===== src/rtl/multdiv_arbiter.sv =====
// Round-robin front end that shares one iterative multdiv unit between the CPU
// (port 0) and the game-logic coprocessor (port 1), with a timeout guard.
module multdiv_arbiter #(
  parameter int TAG_W   = 5,
  parameter int TIMEOUT = 40
) (
  input  logic             clock,
  input  logic             reset_n,
  input  logic             req0_valid,
  input  logic             req0_op,
  input  logic [31:0]      req0_a,
  input  logic [31:0]      req0_b,
  input  logic [TAG_W-1:0] req0_tag,
  output logic             req0_ready,
  input  logic             req1_valid,
  input  logic             req1_op,
  input  logic [31:0]      req1_a,
  input  logic [31:0]      req1_b,
  input  logic [TAG_W-1:0] req1_tag,
  output logic             req1_ready,
  output logic             rsp0_valid,
  input  logic             rsp0_ready,
  output logic             rsp1_valid,
  input  logic             rsp1_ready,
  output logic [31:0]      rsp_result,
  output logic             rsp_exception,
  output logic             rsp_timeout,
  output logic [TAG_W-1:0] rsp_tag,
  output logic [31:0]      md_operandA,
  output logic [31:0]      md_operandB,
  output logic             md_ctrl_MULT,
  output logic             md_ctrl_DIV,
  input  logic [31:0]      md_result,
  input  logic             md_exception,
  input  logic             md_resultRDY,
  output logic             busy
);

  localparam int CW = $clog2(TIMEOUT + 1);

  typedef enum logic [1:0] {IDLE, START, WAIT, RESP} state_t;

  state_t           r_state;
  logic             r_last_grant, r_grant, r_busy;
  logic             r_md_mult, r_md_div;
  logic             r_rsp0_valid, r_rsp1_valid, r_rsp_exception, r_rsp_timeout;
  logic [31:0]      r_md_a, r_md_b, r_rsp_result;
  logic [TAG_W-1:0] r_tag, r_rsp_tag;
  logic [CW-1:0]    r_cnt;

  logic             w_idle, w_pick1, w_grant0, w_grant1, w_timeout, w_rsp_done;

  // Readies are gated by reset_n so they read 0 while reset is held.
  assign w_idle     = (r_state == IDLE) && reset_n;
  assign w_pick1    = req1_valid && (!req0_valid || !r_last_grant);
  assign w_grant0   = w_idle && req0_valid && !w_pick1;
  assign w_grant1   = w_idle && w_pick1;
  // The increment that would reach TIMEOUT-1 is the timeout itself.
  assign w_timeout  = (r_cnt == CW'(TIMEOUT - 2));
  assign w_rsp_done = r_grant ? rsp1_ready : rsp0_ready;

  assign req0_ready    = w_grant0;
  assign req1_ready    = w_grant1;
  assign rsp0_valid    = r_rsp0_valid;
  assign rsp1_valid    = r_rsp1_valid;
  assign rsp_result    = r_rsp_result;
  assign rsp_exception = r_rsp_exception;
  assign rsp_timeout   = r_rsp_timeout;
  assign rsp_tag       = r_rsp_tag;
  assign md_operandA   = r_md_a;
  assign md_operandB   = r_md_b;
  assign md_ctrl_MULT  = r_md_mult;
  assign md_ctrl_DIV   = r_md_div;
  assign busy          = r_busy;

  always_ff @(posedge clock or negedge reset_n) begin
    if (!reset_n) begin
      r_state         <= IDLE;
      r_last_grant    <= 1'b1;
      r_grant         <= 1'b0;
      r_busy          <= 1'b0;
      r_md_mult       <= 1'b0;
      r_md_div        <= 1'b0;
      r_md_a          <= '0;
      r_md_b          <= '0;
      r_tag           <= '0;
      r_cnt           <= '0;
      r_rsp0_valid    <= 1'b0;
      r_rsp1_valid    <= 1'b0;
      r_rsp_result    <= '0;
      r_rsp_exception <= 1'b0;
      r_rsp_timeout   <= 1'b0;
      r_rsp_tag       <= '0;
    end else begin
      case (r_state)
        IDLE: begin
          if (w_grant0 || w_grant1) begin
            r_grant      <= w_grant1;
            r_last_grant <= w_grant1;
            r_md_a       <= w_grant1 ? req1_a : req0_a;
            r_md_b       <= w_grant1 ? req1_b : req0_b;
            r_tag        <= w_grant1 ? req1_tag : req0_tag;
            r_md_mult    <= w_grant1 ? !req1_op : !req0_op;
            r_md_div     <= w_grant1 ? req1_op : req0_op;
            r_busy       <= 1'b1;
            r_state      <= START;
          end
        end
        START: begin
          r_md_mult <= 1'b0;
          r_md_div  <= 1'b0;
          r_cnt     <= '0;
          r_state   <= WAIT;
        end
        WAIT: begin
          if (md_resultRDY || w_timeout) begin
            r_rsp_result    <= md_resultRDY ? md_result : '0;
            r_rsp_exception <= md_resultRDY ? md_exception : 1'b1;
            r_rsp_timeout   <= !md_resultRDY;
            r_rsp_tag       <= r_tag;
            r_rsp0_valid    <= !r_grant;
            r_rsp1_valid    <= r_grant;
            r_md_a          <= '0;
            r_md_b          <= '0;
            r_state         <= RESP;
          end else begin
            r_cnt <= r_cnt + CW'(1);
          end
        end
        RESP: begin
          if (w_rsp_done) begin
            r_rsp0_valid <= 1'b0;
            r_rsp1_valid <= 1'b0;
            r_busy       <= 1'b0;
            r_state      <= IDLE;
          end
        end
        default: r_state <= IDLE;
      endcase
    end
  end

endmodule


===== config.mk =====
export PLATFORM = sky130hd
export DESIGN_NAME = multdiv_arbiter
export DESIGN_NICKNAME = d
export VERILOG_FILES = /design/src/rtl/multdiv_arbiter.sv
export SDC_FILE = /design/constraint.sdc
export NUM_CORES = 1
export LEC_CHECK = 0
export CORE_MARGIN = 4
export CORE_UTILIZATION = 41
export DETAILED_ROUTE_END_ITERATION = 10
export PLACE_DENSITY = 0.83
export SLEW_MARGIN = 20
export SYNTH_ARGS = -nofsm -noshare
export SYNTH_HDL_FRONTEND = slang
export SYNTH_SLANG_ARGS = --single-unit

===== constraint.sdc =====
create_clock -name clock -period 2.3 [get_ports clock]
set_input_delay 0.46 -clock clock [delete_from_list [all_inputs] [get_ports clock]]
set_output_delay 0.46 -clock clock [all_outputs]
set_load 0.005 [all_outputs]

# Word level (Yosys, flattened, before mapping)
# Index checks and enable logic that the tools add are counted.
# word_totals
in_bits,180
out_inout_bits,110
wordCells,84
ff_bits,123
# classes
muxes,30
n_eq_ne,8
addsub,1
n_reduce_logical,29
# op_table
op,n
2-to-1 mux 32 bit,6
case mux 32 bit (2 select lines),2
case mux 6 bit (2 select lines),1
AND reduction 3 bit,4
2-to-1 mux 1 bit,10
case mux 1 bit (2 select lines),5
nonzero test 2 bit,5
case mux 2 bit (4 select lines),1
AND reduction 2 bit,4
logical NOT 1 bit,7
adder 6 x 1 -> 6 bit (second input constant),1
== test 6 bit (second input constant),1
2-to-1 mux 2 bit,3
2-to-1 mux 6 bit,1
inequality test 2 bit (second input constant),3
logical AND 1 bit,5
2-to-1 mux 5 bit,1
== test 2 bit (second input constant),2
logical OR 1 bit,3
== test 2 x 1 -> 1 bit (second input constant),1
logical NOT 2 bit,1
inequality test 2 x 1 -> 1 bit (second input constant),1

# Depth between registers and ports, before layout
# logic_depth
ltp_word,8
ltp_mapped,9
ltp_nobuf,6

# Worst setup path after synthesis
# OpenSTA, ideal clock, no wires.
# synth_timing
path_kind,reg2out
start,register r_state[0]
end,output port req1_ready
required_ps,1840
stages_incl_launch_ff,8
t_arrival_ps,1232
n_path_buf,3
slack_ps,608
cell_sequence,dfrtp_1 -> inv_1 -> ha_1 -> buf_4 -> nand3_2 -> a21oi_2 -> buf_6 -> buf_6
# synth_between
elab_chain_cells,3
# synth_rtl
element,line_no,source
start: declaration,43,state_t r_state;
start signal: assignment,78,r_state <= IDLE;
start signal: assignment,106,r_state <= START;
start signal: assignment,113,r_state <= WAIT;
logical NOT 2 bit,54,assign w_idle = (r_state == IDLE) && reset_n;
logical AND 1 bit,54,
logical AND 1 bit,57,assign w_grant1 = w_idle && w_pick1;
end: declaration,20,"output logic req1_ready,"
# Every way passes these cells.

# Worst setup path in the final report
# layout_timing
start,register r_state[0]
end,output port req0_ready
# layout_between
elab_chain_cells,4
# layout_rtl
element,line_no,source
logical NOT 2 bit,54,
logical AND 1 bit,54,
logical AND 1 bit (2 in a row),56,assign w_grant0 = w_idle && req0_valid && !w_pick1;
end: declaration,14,"output logic req0_ready,"
# Every way passes these cells.

==> results.cfg <==
[status]
status = completed

[worst_setup_path]
r2r_end = md_operandB[0]
setup.worst_path.end = req0_ready
r2r_start = r_state[0]
cp.arrival_ns = 1.65
path_class = reg -> out
reg2reg_depth = 8
worstSetupEndpointType = output port
cp.required_ns = 1.84
crit_fanout = 4
worst_setup_path_start_kind = register
r2r_setup_slack_ns = 0.38
crit_start = r_state[0]

[power]
ir_drop_v = 0.000698
power_frac_comb_pct = 45.1
pwr-share-seq_pct = 32.0
p_per_area_nw_per_um2 = 1230
switching_share_pct = 31.6
internal_power_mw = 8.13
power_switching_mw = 3.76
clkPwrFrac_pct = 22.9
power.leakage_nw = 4.02

[sta]
skew_ns = 0.00551
fmax_ghz = 0.475
period_needed_ns = 2.11
finalSetupViolCount = 0
timing.final.max_slew_violations = 0
slew_headroom_pct = 50.7
max_slew.worst_pin.slew_ns = 0.739
hold_violations = 0
period_share_pct = 91.6
rsz0062_at_grt = no
layout_setup_ws_ns = 0.193
whs_ns = 0.178

[synthesis]
synth_edf_count = 0
ys_types = 45
ys_seq_area_share_pct = 52.0
synth_nets = 600
muxShareOfSynthArea_pct = 12.6
yosys.area_share.simple_pct = 3.19
synth_top_family_by_area = compound AO/OA/AOI/OAI gates
ys_warn_count = 0
synthXorXnorAreaFrac_pct = 0.296
netlist_instances = 414
synthFlopType = dfrtp_1
avgSynthCellArea_um2 = 14.3
yosys.area.top_type_share_pct = 51.5
yosysTopAreaCell = dfrtp_1
netlist_area_um2 = 5920
synth_adder_area_share_pct = 1.27
ys_ff_latch = 123
async_reset_ff_share_pct = 100
synth-compound-area-share_pct = 25.2
synth.area.top_cells = dfrtp_1 (52%), o2bb2ai_2 (15%), mux2i_1 (11%)

[clock_tree]
cts_tree = done
cts_root_buf = clkbuf_16
clk_latency_ns = 0.41
cts_buffers = 17
postCtsHoldBufs = 0
cts_buffer_depth = 2
ctsHtreeMaxLevel = 4
path_clk_slew_ns = 0.06
numClockSinks = 123

[place]
dpl_worst_slack_ns = -0.0762
placed_area_um2 = 9060
gp_congestion = 0.881
dp_hpwl_um = 13600
portBuffers = 289

[route]
remaining_drc_errors = 0
ant_nets = 0
vias = 4726
first_iter_violations = 247
dr.pass1.iters = 4
wl_per_cell_um = 19.6
via_per_inst = 5.19
routed_wl_um = 17800

[global_routing]
overflow = 0
grt.total_usage_pct = 21.7
grt_max_degree = 84
antenna_found_initial = 0
grt_pass1_vias = 5280
grt_pass1_wl_um = 28100

[floorplan]
core_area_um2 = 14000
initial_utilization_pct = 42.3
chipWidth_um = 128
io_pins = 290
rows = 43
die_area_um2 = 16400
die_y_um = 128

[job]
maxCapViolations = 0

[cells_and_area]
layout-drive-gt1-share_pct = 19.5
finalNetCount = 903
utilization_pct = 69.4
nFillCells = 997
areaGrowthSynthToFinish_pct = 63.8
insertedDiodeCount = 0
fin_area_um2 = 9700

[min_path]
hold_path.class = in -> async
==> cells in the final DEF, fill, tap and decap left out, drive strengths merged, types with 5 or more instances in the layout <==
cell and count:
ha 6, mux2 7, a21oi 7, a222oi 5, clkdlybuf4s50 286, a22o 33, o2bb2ai 64, buf 28
o21ai 6, mux2i 66, clkinv 5, nor2 8, dfrtp 122, clkbuf 18, inv 17, nand2 14
==> stage by stage <==
step / total power, mW / std cells / setup TNS, ns
floorplan: 6.34 / 414 / 0
global placement: 8.98 / 875 / -0.0223
detailed placement: 9.17 / 875 / -0.105
CTS: 12.0 / 910 / 0
global route: 12.6 / 910 / 0
finish: 11.9 / 910 / 0
==> power by group through the flow <==
stage               sequential, mW  combinational [mW]  clock (mW)
finish                        3.81                5.36        2.73
global route                  3.94                5.73        2.88
CTS                           3.82                5.44        2.79
detailed placement            3.83                5.33           0
global placement              3.79                5.19           0
floorplan                     3.82                2.51           0
==> routing by layer <==
metal,up-vias,wire (um),GRT usage (%),part of all wire [%]
met5,-,0,0,0
met4,0,474,7.49,2.7
met3,36,1210,6.17,6.8
met2,193,9410,38.7,53
met1,2309,6720,24.7,38
li1,2188,-,-,-
==> cells by family after synthesis <==
family          Yosys count
compound gates          131
xor+xnor                  2
fa+ha+maj                 6
buf+inv                  47
flops                   123
mux                      73
simple gates             32
==> worst min path at each step <==
| stage | endpoint | depth (start not counted) | from |
|---|---|---|---|
| final | md_operandA[27] | 2 | reset_n |
| after detailed placement | md_operandB[17] | 1 | md_operandB[17] |
| after global placement | md_operandB[2] | 1 | md_operandB[2] |
| after CTS | md_operandA[19] | 2 | reset_n |
| after global routing | md_operandA[16] | 2 | reset_n |
| after floorplan | busy | 0 | reset_n |
==> critical path, cell delays in order (launching register included) <==
cell,delay [ns]
dfrtp_1,0.38
inv_2,0.09
ha_4,0.16
nand3_1,0.10
a21oi_1,0.13
buf_4,0.14
dlygate4sd2_1,0.24
==> cell type report <==
cell class | count | area (um2) | share of cell area [%]
inverter | 15 | 56.3 | 0.580
tap | 180 | 225 | 2.32
clock buffer | 18 | 439 | 4.53
timing repair buffer | 316 | 3180 | 32.8
clock inverter | 14 | 170 | 1.75
sequential | 123 | 3080 | 31.7
multi-input combinational | 244 | 2550 | 26.3
==> sequential cells by signal, summed over array words and instances (netlist names), 2 cells and up <==
register and cells:
rsp_tag 5, r_state 2, rsp_result 32, md_operandB 32
r_cnt 6, r_tag 5, md_operandA 32
==> synth_stat cells, types with 2 or more instances <==
cell type  instances
o22ai_1            3
mux2_2             5
mux2i_1           66
a21oi_2            2
inv_1             15
mux2_4             2
a21o_1             2
o2bb2ai_1          4
clkbuf_1           3
dfrtp_1          122
nand2_4            2
o2bb2ai_2         60
o21ai_0            4
buf_6             17
nand2_1           12
a22o_1            33
buf_4              2
nor2_1             8
ha_1               6
o211ai_1           3
a222oi_1           5
buf_2             10
a21oi_1            5
nand3_2            2
==> what timing repair did <==
item | 4_1_cts | 5_1_grt
resized for setup | 6 | 0
buffers inserted | 3 | 0
endpoints found under the hold margin | 0 | 0
endpoints found under the setup margin | 2 | 0
(Power assumes the default switching activity.)
